==> src/rtl/spi_controller_pkg.sv <==
// ---------------------------------------------------------------------------
// spi_controller_pkg
//   Definitions shared by the SPI controller, its clock timer and anything
//   that needs to speak the same bus dialect: the controller state
//   encoding, the SPI mode constants for mode 0 and a counter-width helper.
// ---------------------------------------------------------------------------
package spi_controller_pkg;

  // Controller phases. LEAD is the mosi setup time before the first rising
  // edge. HIGH and LOW are the two sclk half-periods. The last LOW also
  // serves as the trail (hold) time before cs is released.
  typedef enum logic [1:0] {
    IDLE = 2'b00,
    LEAD = 2'b01,
    HIGH = 2'b10,
    LOW  = 2'b11
  } spiState_t;

  // Mode 0: sclk idles low and data is captured on the rising edge.
  localparam logic SPI_CPOL  = 1'b0;
  localparam logic SPI_CPHA  = 1'b0;
  localparam logic MSB_FIRST = 1'b1;

  // Chip-select levels (active low).
  localparam logic CS_ACTIVE = 1'b0;
  localparam logic CS_IDLE   = 1'b1;

  // Width of a counter that must hold values 0..n. The extra bit lets the
  // bit counter reach WIDTH itself without wrapping.
  function automatic int cntWidth(input int n);
    return $clog2(n) + 1;
  endfunction

endpackage

==> src/rtl/spi_controller_if.sv <==
// ---------------------------------------------------------------------------
// spi_controller_if
//   Bundles the frame-request handshake and the SPI pins of one controller.
//   master : the controller's view. It takes start/txData/miso and drives the
//            SPI pins, busy, done and rxData.
//   slave  : the user/peripheral view, which is the mirror image.
//   Signals
//     start   frame request (sampled only while the controller is idle)
//     txData  word to send, latched when start is accepted
//     miso    serial data from the peripheral
//     sclk    SPI clock, idles low
//     cs      chip select, active low
//     mosi    serial data to the peripheral
//     busy    frame in progress
//     done    one-cycle end-of-frame strobe
//     rxData  last received word
// ---------------------------------------------------------------------------
interface spi_controller_if #(
  parameter int WIDTH = 8
);
  logic             start;
  logic [WIDTH-1:0] txData;
  logic             miso;
  logic             sclk;
  logic             cs;
  logic             mosi;
  logic             busy;
  logic             done;
  logic [WIDTH-1:0] rxData;

  modport master (
    input  start, txData, miso,
    output sclk, cs, mosi, busy, done, rxData
  );

  modport slave (
    output start, txData, miso,
    input  sclk, cs, mosi, busy, done, rxData
  );
endinterface

==> src/rtl/spi_controller_clk_timer.sv <==
// ---------------------------------------------------------------------------
// spi_clk_timer
//   Half-period timer for the SPI controller. While enabled, divCnt counts
//   0..CLK_DIV-1 and wraps. phaseEnd is high on the last count of each
//   half-period, which is the cycle in which the controller changes phase.
//   clr restarts the count so that every frame starts phase-aligned.
//   Ports
//     clk      system clock
//     reset    asynchronous, active-high reset
//     clr      restart the count (a frame is being accepted)
//     en       count enable (controller not idle)
//     phaseEnd strobe: the current half-period ends with this cycle
// ---------------------------------------------------------------------------
module spi_clk_timer
  import spi_controller_pkg::*;
#(
  parameter  int CLK_DIV = 4,
  localparam int DIV_W   = cntWidth(CLK_DIV)
) (
  input  logic clk,
  input  logic reset,
  input  logic clr,
  input  logic en,
  output logic phaseEnd
);

  localparam logic [DIV_W-1:0] DIV_LAST = DIV_W'(CLK_DIV - 1);

  logic [DIV_W-1:0] divCnt;

  always_ff @(posedge clk or posedge reset) begin
    if (reset) begin
      divCnt <= '0;
    end else if (clr) begin
      divCnt <= '0;
    end else if (en) begin
      if (divCnt == DIV_LAST) begin
        divCnt <= '0;
      end else begin
        divCnt <= divCnt + DIV_W'(1);
      end
    end
  end

  // clr and en never overlap in the controller. The clr term only keeps the
  // strobe clean if a caller ever did assert both.
  assign phaseEnd = en && !clr && (divCnt == DIV_LAST);

endmodule

==> src/rtl/spi_controller.sv <==
// ---------------------------------------------------------------------------
// spi_controller
//   SPI initiator, mode 0 (CPOL=0, CPHA=0), MSB first. A start pulse while
//   idle runs one full-duplex WIDTH-bit frame. The received word is
//   presented on rxData with a one-cycle done strobe.
//   Frame shape: cs stays low for CLK_DIV*(2*WIDTH+1) cycles, made up of one
//   lead half-period, WIDTH high/low sclk pulses, and a final low half-period
//   that doubles as the trail. A start seen in the done cycle is accepted,
//   so back-to-back frames have cs high for exactly one cycle.
//   Parameters
//     WIDTH    bits per frame (>= 2)
//     CLK_DIV  clk cycles per sclk half-period (>= 1)
//   Ports
//     clk      system clock, all logic on its rising edge
//     reset    asynchronous, active-high reset. It aborts any frame in flight.
//     bus      spi_controller_if.master (start, txData, miso in;
//              sclk, cs, mosi, busy, done, rxData out)
// ---------------------------------------------------------------------------
module spi_controller
  import spi_controller_pkg::*;
#(
  parameter int WIDTH   = 8,
  parameter int CLK_DIV = 4
) (
  input  logic                clk,
  input  logic                reset,
  spi_controller_if.master    bus
);

  localparam int               BIT_W    = cntWidth(WIDTH);
  localparam logic [BIT_W-1:0] BIT_LAST = BIT_W'(WIDTH);

  spiState_t        state;
  spiState_t        stateNext;

  logic             csNext;
  logic             sclkNext;
  logic             mosiNext;
  logic             busyNext;
  logic             doneNext;
  logic [WIDTH-1:0] rxDataNext;

  logic [BIT_W-1:0] bitCnt;
  logic [BIT_W-1:0] bitCntNext;
  logic [BIT_W-1:0] bitInc;

  logic [WIDTH-1:0] txShift;
  logic [WIDTH-1:0] txShiftNext;
  logic [WIDTH-1:0] rxShift;
  logic [WIDTH-1:0] rxShiftNext;

  logic             accept;
  logic             timerEn;
  logic             phaseEnd;

  assign accept  = (state == IDLE) && bus.start;
  assign timerEn = (state != IDLE);
  assign bitInc  = bitCnt + BIT_W'(1);

  spi_clk_timer #(
    .CLK_DIV  (CLK_DIV)
  ) uClkTimer (
    .clk      (clk),
    .reset    (reset),
    .clr      (accept),
    .en       (timerEn),
    .phaseEnd (phaseEnd)
  );

  // Next-state and next-output logic. Every output is registered below, so
  // each pin changes on the same edge as the phase it belongs to.
  always_comb begin
    stateNext   = state;
    csNext      = bus.cs;
    sclkNext    = bus.sclk;
    mosiNext    = bus.mosi;
    busyNext    = bus.busy;
    doneNext    = 1'b0;
    rxDataNext  = bus.rxData;
    bitCntNext  = bitCnt;
    txShiftNext = txShift;
    rxShiftNext = rxShift;

    unique case (state)
      IDLE: begin
        if (bus.start) begin
          // The word is captured here. Later changes to txData do not
          // affect this frame.
          txShiftNext = bus.txData;
          csNext      = CS_ACTIVE;
          mosiNext    = bus.txData[WIDTH-1];
          bitCntNext  = '0;
          busyNext    = 1'b1;
          stateNext   = LEAD;
        end
      end

      LEAD: begin
        if (phaseEnd) begin
          // First rising edge. miso has been stable since cs fell.
          sclkNext    = ~SPI_CPOL;
          rxShiftNext = {rxShift[WIDTH-2:0], bus.miso};
          stateNext   = HIGH;
        end
      end

      HIGH: begin
        if (phaseEnd) begin
          // Falling edge. Present the next bit unless this was the last one.
          // For the last bit, mosi is held through the trail.
          sclkNext   = SPI_CPOL;
          bitCntNext = bitInc;
          if (bitInc < BIT_LAST) begin
            txShiftNext = txShift << 1;
            mosiNext    = txShift[WIDTH-2];
          end
          stateNext  = LOW;
        end
      end

      LOW: begin
        if (phaseEnd) begin
          if (bitCnt < BIT_LAST) begin
            // Rising edge. The peripheral updated miso at the last falling
            // edge, so it is sampled here only.
            sclkNext    = ~SPI_CPOL;
            rxShiftNext = {rxShift[WIDTH-2:0], bus.miso};
            stateNext   = HIGH;
          end else begin
            // End of the trail: release the bus and publish the word.
            csNext     = CS_IDLE;
            mosiNext   = 1'b0;
            busyNext   = 1'b0;
            doneNext   = 1'b1;
            rxDataNext = rxShift;
            stateNext  = IDLE;
          end
        end
      end

      default: begin
        stateNext = IDLE;
      end
    endcase
  end

  // Control and output registers. Reset takes effect immediately.
  always_ff @(posedge clk or posedge reset) begin
    if (reset) begin
      state      <= IDLE;
      bus.cs     <= CS_IDLE;
      bus.sclk   <= SPI_CPOL;
      bus.mosi   <= 1'b0;
      bus.busy   <= 1'b0;
      bus.done   <= 1'b0;
      bus.rxData <= '0;
      bitCnt     <= '0;
    end else begin
      state      <= stateNext;
      bus.cs     <= csNext;
      bus.sclk   <= sclkNext;
      bus.mosi   <= mosiNext;
      bus.busy   <= busyNext;
      bus.done   <= doneNext;
      bus.rxData <= rxDataNext;
      bitCnt     <= bitCntNext;
    end
  end

  // Shift registers carry data only. Every frame reloads txShift and shifts
  // a full WIDTH bits through rxShift before it is used, so stale contents
  // after a reset are never observed.
  always_ff @(posedge clk) begin
    txShift <= txShiftNext;
    rxShift <= rxShiftNext;
  end

endmodule
==> src/flat_wrapper.sv <==
// flat-port wrapper written by rule: the top's interface ports become plain ports
module spi_controller_flat import spi_controller_pkg::*;
#(
  parameter int WIDTH   = 8,
  parameter int CLK_DIV = 4
)
  (clk, reset, bus_start, bus_txData, bus_miso, bus_sclk, bus_cs, bus_mosi, bus_busy, bus_done, bus_rxData);
  spi_controller_if #(.WIDTH(WIDTH)) bus_i ();
  input  logic clk;
  input  logic reset;
  input wire logic [$bits(bus_i.start)-1:0] bus_start;
  input wire logic [$bits(bus_i.txData)-1:0] bus_txData;
  input wire logic [$bits(bus_i.miso)-1:0] bus_miso;
  output wire logic [$bits(bus_i.sclk)-1:0] bus_sclk;
  output wire logic [$bits(bus_i.cs)-1:0] bus_cs;
  output wire logic [$bits(bus_i.mosi)-1:0] bus_mosi;
  output wire logic [$bits(bus_i.busy)-1:0] bus_busy;
  output wire logic [$bits(bus_i.done)-1:0] bus_done;
  output wire logic [$bits(bus_i.rxData)-1:0] bus_rxData;
  assign bus_i.start = bus_start;
  assign bus_i.txData = bus_txData;
  assign bus_i.miso = bus_miso;
  assign bus_sclk = bus_i.sclk;
  assign bus_cs = bus_i.cs;
  assign bus_mosi = bus_i.mosi;
  assign bus_busy = bus_i.busy;
  assign bus_done = bus_i.done;
  assign bus_rxData = bus_i.rxData;
  spi_controller #(.WIDTH(WIDTH), .CLK_DIV(CLK_DIV)) u_core (.clk(clk), .reset(reset), .bus(bus_i));
endmodule
==> config.mk <==
export PLATFORM = sky130hd
export DESIGN_NAME = spi_controller_flat
export DESIGN_NICKNAME = d
export VERILOG_FILES = /design/src/rtl/spi_controller_pkg.sv /design/src/rtl/spi_controller_if.sv /design/src/rtl/spi_controller_clk_timer.sv /design/src/rtl/spi_controller.sv /design/src/flat_wrapper.sv
export SDC_FILE = /design/constraint.sdc
export NUM_CORES = 1
export LEC_CHECK = 0
export CAP_MARGIN = 40
export CORE_ASPECT_RATIO = 0.9
export CORE_UTILIZATION = 40
export CTS_CLUSTER_SIZE = 10
export DETAILED_ROUTE_END_ITERATION = 10
export PLACE_DENSITY = 0.66
export SLEW_MARGIN = 20
export SYNTH_ARGS = -nofsm -noshare
export SYNTH_HDL_FRONTEND = slang
export SYNTH_SLANG_ARGS = --single-unit
==> constraint.sdc <==
create_clock -name clk -period 3.4 [get_ports clk]
set_clock_uncertainty 0.15 [all_clocks]
set_input_delay 0.68 -clock clk [delete_from_list [all_inputs] [get_ports clk]]
set_output_delay 0.68 -clock clk [all_outputs]
set_load 0.01 [all_outputs]
==> run_results.csv, run 1 <==
group,metric,value,unit
sta,setup_tns,0,ns
route,drtPass1Iterations,4,
route,drc,0,
route,finalWirelength,2.74,mm
logic_synthesis,yosysTopAreaCellShare,33.3,%
sta,post-route-period-util,66.3,%
global_routing,grtUsageMet1,19.4,%
floorplanning,die_w,68.2,microns
sta,setup_viol,0,
global_routing,grt_use_met3,7.22,%
logic_synthesis,syn_avg_cell_area,12.8,sq um
critical_path,path_delay_family,"simple AND/OR/NAND/NOR gates",
critical_path,cp_data_arrival_time,2.03,ns
logic_synthesis,synth_common_cells,"dfrtp_1, edfxtp_1, nand2_1, mux2_2, nor2_1",
clock_tree,root_buffer,"clkbuf_8",
clock_tree,post_cts_resized,0,
sta,layout_setup_ws,1.15,ns
sta,rsz0062_at_grt,"false",
sta,min_period,2.25,ns
worst_hold_path,hp-class,"flop to flop",
finish,fillers,336,
route,vias_per_cell,5.18,
sta,fmax,0.444,GHz
pwr,pwr_density_cell,858,mW/mm^2
global_routing,grt_pass1_wl,4.49,mm
finish,nNetsFinal,166,
logic_synthesis,synth_top_area_cell,"dfrtp_1",
critical_path,path_cells,"clkdlybuf4s50_1 > nor2b_1 > a31oi_1 > nor2_1",
run_status,status,"finished, final reports clean",
clock_tree,cts_made_buffers,5,
logic_synthesis,ys_ff_latch,37,
critical_path,rr_startpoint,"u_core.state[1]",
route,vias,1030,
floorplanning,die_h,61.6,microns
clock_tree,clk_pin_slew,0.07,ns
place,hpwl,1.92,mm
clock_tree,tritoncts,"done",
sta,drv_slew,0,
clock_tree,clock_sinks,37,
run,maxCapViolCount,0,
worst_hold_path,holdPathEnd,"u_core.rxShift[1]",
critical_path,rrSetupSlack,1.27,ns
sta,hold_violations,0,
logic_synthesis,synth-main-ff-cell,"dfrtp_1",
floorplanning,fp-row-count,21,
clock_tree,cts_buffer_depth,2,
logic_synthesis,synthArstFlopShare,59.5,%
pwr,ir_drop,0.327,mV
floorplanning,core,0.00376,sq mm
global_routing,grt_max_degree,17,
logic_synthesis,synth.distinct_cells,33,
finish,drive_gt1_share,13.7,%
clock_tree,h-tree-depth,2,
logic_synthesis,synth.yosys.seq_area_share,63.5,%
place,gp_congestion,0.784,
worst_hold_path,hold_depth,0,
place,port_buffers,24,
sta,tightestPinTransition,0.737,ns
global_routing,grt_usage,15.4,%
critical_path,rr_worst_depth,2,
place,dpl_worst_slack,0.847,ns
finish,n_antenna_cell,0,
floorplanning,start_util,42.0,%
logic_synthesis,synth_area_leaders,"dfrtp_1, edfxtp_1, mux2_2",
logic_synthesis,synth_warnings,0,
pwr,p_leak,0.789,nW
logic_synthesis,netlist_area,0.00158,sq mm
critical_path,crit_required,3.17,ns
critical_path,path_buf_inv,1,
global_routing,antenna_found_initial,0,
critical_path,worst_r2r_endpoint,"u_core.txShift[3]",
clock_tree,cts_hold_buf,0,
place,placed_cells,190,
clock_tree,clkLatencyLatePin,0.29,ns
floorplanning,num_io_pins,25,
critical_path,crit_path_end_kind,"flop",
route,ant_nets,0,
critical_path,cp-start-kind,"input pin",
critical_path,cp_max_fo,7,
global_routing,grt-ovfl-total,0,
route,drt_iter0_drc,67,
clock_tree,cts_setup_buffers,0,
global_routing,grt_pass1_vias,943,
logic_synthesis,synth_most_common_cell,"dfrtp_1",
finish,stdcell_count,199,
logic_synthesis,syn-instance-count,123,
critical_path,path_class,"input pin to flop",
critical_path,cp_slowest_cell,"clkdlybuf4s50_1",
finish,fin_util,52.1,%
logic_synthesis,postSynthNetCount,137,
worst_hold_path,hp-start,"u_core.rxShift[0]",
sta,slew-limit-headroom,50.7,%
critical_path,cpPeakStageDelay,0.59,ns
global_routing,top_usage_layer,"met2",
finish,syn_to_final_growth,23.9,%
global_routing,grt_use_met2,23.4,%
logic_synthesis,synth_edf_count,15,
route,post_drt_wl_per_cell,13.8,microns
floorplanning,die_area,0.00420,sq mm
[cell families after synthesis]
group                      count (synthesis)  synth area share, %
DFF                                       37                 63.5
and+or+nand+nor                           34                 10.7
AOI/OAI and AO/OA                         23                 9.51
muxes                                     15                 10.7
buffers and inverters                     11                 3.49
adders and majority gates                  2                 1.58
xor gates and xnor gates                   1                0.555
[stage by stage]
| stage | area [sq um] | power [mW] | hold slack (ns) |
|---|---|---|---|
| 4_1_cts | 1950 | 1.70 | 0.304 |
| 6_report | 1960 | 1.68 | 0.298 |
| 2_1_floorplan | 1580 | 1.16 | 0.270 |
| 3_5_place_dp | 1870 | 1.40 | 0.285 |
| 3_3_place_gp | 1850 | 1.37 | 0.285 |
| 5_1_grt | 1960 | 1.80 | 0.317 |
[registers in the layout, summed over array words and instances, names as in the netlist]
name and cells:
u_core.bus.rxData 8, u_core.rxShift 8, u_core.txShift 7, u_core.bitCnt 4, u_core.uClkTimer.divCnt 3, u_core.state 2, u_core.bus.busy 1, u_core.bus.cs 1
u_core.bus.done 1, u_core.bus.mosi 1, u_core.bus.sclk 1
[final cells by class]
| cell class | instances | area (sq um) | area share, % |
|---|---|---|---|
| timing repair buffer | 27 | 270 | 13.8 |
| clock buffer | 6 | 72.6 | 3.71 |
| inverter | 6 | 22.5 | 1.15 |
| sequential | 37 | 1000 | 51.2 |
| clock inverter | 2 | 10.0 | 0.512 |
| multi-input combinational | 75 | 522 | 26.7 |
| tap | 46 | 57.6 | 2.94 |
[power by group]
group,internal (mW),switching (mW),leakage [nW]
clock,0.142,0.149,0.0450
combinational,0.331,0.297,0.346
sequential,0.635,0.126,0.398
total,1.11,0.572,0.789
[placed cells by master (no fill, tap or decap), drive strengths merged]
cell,Yosys,final
nand3b,2,2
nor3,2,2
clkinv,0,2
a32oi,1,1
o221ai,1,1
a22oi,1,1
mux2,15,15
nand2b,3,3
o21ai,7,7
a21oi,4,4
ha,2,2
nor2,8,8
inv,6,6
clkdlybuf4s50,0,24
o22ai,1,1
nand3,1,1
o21bai,1,1
buf,4,3
and3,2,2
a31oi,1,1
edfxtp,15,15
o31ai,1,1
nand2,12,12
dfstp,1,1
a21o,1,1
xor2,1,1
a22o,4,4
dfrtp,21,21
clkbuf,1,6
nor2b,4,4
[worst reg2reg max path: stages, from the launching register on]
cell,delay (ns)
dfrtp_1,0.65
nor2b_1,0.67
mux2_2,0.41
[layer usage]
metal	vias to the layer above	wire length (microns)	share of wire, %
li1	495	-	-
met1	502	1220	44
met2	30	1330	49
met3	3	166	6.1
met4	0	26	0.95
met5	-	0	0
[worst max-delay path by stage]
| stage | startpoint | endpoint | slack, ns | cells past startpoint |
|---|---|---|---|---|
| finish | bus_start | u_core.txShift[3] | 1.15 | 4 |
| global route | bus_start | u_core.txShift[3] | 1.02 | 4 |
| CTS | bus_start | u_core.txShift[5] | 1.15 | 4 |
| detailed placement | bus_start | u_core.txShift[5] | 0.85 | 4 |
| global placement | bus_start | u_core.txShift[3] | 0.90 | 4 |
| floorplan | u_core.uClkTimer.divCnt[0] | u_core.txShift[0] | 1.61 | 5 |
Power figures use the tool's default switching activity.
==> inputs of run 2 (changes only) <==
==> constraint.sdc (replaced) <==
create_clock -name clk -period 2.2 [get_ports clk]
set_clock_uncertainty 0.15 [all_clocks]
set_input_delay 0.44 -clock clk [delete_from_list [all_inputs] [get_ports clk]]
set_output_delay 0.44 -clock clk [all_outputs]
set_load 0.01 [all_outputs]
==> run 2 against run 1 <==
Compared with the run above:
- first-iteration DRC count is 37% lower
- count of clock-buffer cells in the layout is 1 higher
- global-route usage grew 0.37 points
- sequential power rose by 55%
- total power grew 55%
- wire length shrank 1.9%
- worst hold slack gained 0.0047 ns
- clock power grew 50%
- via count is 0.58% higher
- flip-flop and latch count unchanged
- non-clock buffer count rose by 3
- highest routed layer unchanged
==> run_results.csv, run 2 (same netlist as run 1, synthesis figures left out) <==
group,metric,value,unit
clock_tree,clkLatencyLatePin,0.28,ns
worst_hold_path,hp-class,"flop to flop",
sta,fin_hold_ws,0.303,ns
pwr,p_sw,0.870,mW
finish,n_antenna_cell,0,
route,vias,1036,
critical_path,cp_max_fo,3,
finish,syn_to_final_growth,24.8,%
critical_path,path_buf_inv,1,
pwr,ir_drop,0.599,mV
pwr,p_clk_share,16.8,%
sta,slew-limit-headroom,66.9,%
global_routing,grt-ovfl-total,0,
route,finalWirelength,2.69,mm
route,drc,0,
pwr,p_sw_share,33.5,%
critical_path,cpPeakStageDelay,0.55,ns
critical_path,crit_required,1.61,ns
clock_tree,cts_made_buffers,5,
pwr,sequentialPowerShare,45.5,%
clock_tree,cts_hold_buf,0,
finish,fillers,333,
floorplanning,num_io_pins,25,
clock_tree,root_buffer,"clkbuf_8",
floorplanning,fp-row-count,21,
global_routing,grt_use_met2,24.1,%
critical_path,cp_slowest_cell,"dfstp_2",
run_status,status,"finished, final reports clean",
floorplanning,die_h,61.6,microns
critical_path,crit_path_end_kind,"output pin",
run,maxCapViolCount,0,
clock_tree,h-tree-depth,2,
sta,rsz0062_at_grt,"false",
critical_path,rr_worst_depth,3,
critical_path,path_class,"flop to output pin",
route,drt_iter0_drc,42,
sta,tightestPinTransition,0.497,ns
global_routing,grt_pass1_wl,4.73,mm
clock_tree,post_cts_resized,0,
finish,final_cell_mix,"clkdlybuf4s50_1, dfrtp_1, edfxtp_1",
place,hpwl,1.89,mm
sta,setup_tns,0,ns
sta,setup_viol,0,
route,drtPass1Iterations,4,
global_routing,grt_pass1_vias,1073,
finish,final_common_cell,"clkdlybuf4s50_1",
floorplanning,die_w,68.2,microns
route,post_drt_wl_per_cell,13.3,microns
finish,top_regs,"u_core.bus.rxData: 8 flops, u_core.rxShift: 8 flops, u_core.txShift: 7 flops",
pwr,pwr_density_cell,1320,mW/mm^2
global_routing,top_usage_layer,"met2",
floorplanning,start_util,42.0,%
pwr,p_leak,0.799,nW
finish,stdcell_count,202,
sta,drv_slew,0,
sta,post-route-period-util,88.8,%
sta,fmax,0.512,GHz
finish,drive_gt1_share,14.7,%
route,ant_nets,0,
pwr,power,2.60,mW
global_routing,antenna_found_initial,0,
finish,seqCellArea,0.00100,sq mm
global_routing,grt_usage,15.8,%
pwr,power.share.combinational,37.7,%
finish,nNetsFinal,169,
clock_tree,clk_pin_slew,0.07,ns
critical_path,path_cells,"clkdlybuf4s50_1",
critical_path,path_delay_family,"flip-flops",
global_routing,grtUsageMet1,20.1,%
sta,hold_violations,0,
route,vias_per_cell,5.13,
critical_path,cp_num_cells,1,
pwr,internal-power,1.73,mW
critical_path,cp-start-kind,"flop",
floorplanning,core,0.00376,sq mm
finish,multiInputGateArea,522,sq um
clock_tree,clock_sinks,37,
sta,min_period,1.95,ns
clock_tree,cts_setup_buffers,0,
global_routing,grt_max_degree,23,
global_routing,grt_use_met3,5.19,%
finish,fin_util,52.4,%
critical_path,cp_data_arrival_time,1.36,ns
worst_hold_path,hold_depth,0,
clock_tree,tritoncts,"done",
place,gp_congestion,0.770,
floorplanning,die_area,0.00420,sq mm
place,placed_cells,194,
clock_tree,cts_buffer_depth,2,
place,port_buffers,24,
==> run 2: cell count changes in the layout (fill, tap and decap cells not counted), sizes merged <==
cell / before / now
buf: 3 / 6
clkbuf: 6 / 7
clkinv: 2 / 1
==> run 2: final timing paths <==
kind	from	endpoint	slack [ns]
min in group asynchronous	reset	u_core.bus.rxData[3]	0.35
hold / removal	u_core.rxShift[3]	u_core.rxShift[4]	0.30
setup reg to reg	u_core.state[1]	u_core.txShift[5]	0.36
setup / recovery	u_core.bus.cs	bus_cs	0.25
hold reg to reg	u_core.rxShift[3]	u_core.rxShift[4]	0.30
max in group asynchronous	reset	u_core.bus.cs	1.26
==> run 2: per-layer routing <==
metal,vias to the layer above,wire length [microns]
met5,-,0
met4,0,37
met3,4,124
met2,26,1270
met1,509,1260
li1,497,-
==> run 2: area by class of cell <==
class | count | share of cell area [%]
clock buffer | 7 | 3.87
sequential | 37 | 50.9
timing repair buffer | 30 | 14.5
multi-input combinational | 75 | 26.5
inverter | 6 | 1.14
clock inverter | 1 | 0.254
tap | 46 | 2.92
==> run 2: metrics by stage <==
stage,setup slack [ns],instance area (sq um)
final,0.247,1970
after global routing,0.217,1970
after CTS,0.225,1970
after detailed placement,0.254,1890
after global placement,0.280,1890
after floorplan,0.408,1580
==> run 2: power groups by stage <==
| stage | logic [mW] | clock network [mW] | registers (mW) |
|---|---|---|---|
| finish | 0.981 | 0.437 | 1.18 |
| global route | 1.11 | 0.482 | 1.22 |
| CTS | 0.997 | 0.456 | 1.18 |
| detailed placement | 0.991 | 0 | 1.20 |
| global placement | 0.966 | 0 | 1.18 |
| floorplan | 0.625 | 0 | 1.16 |
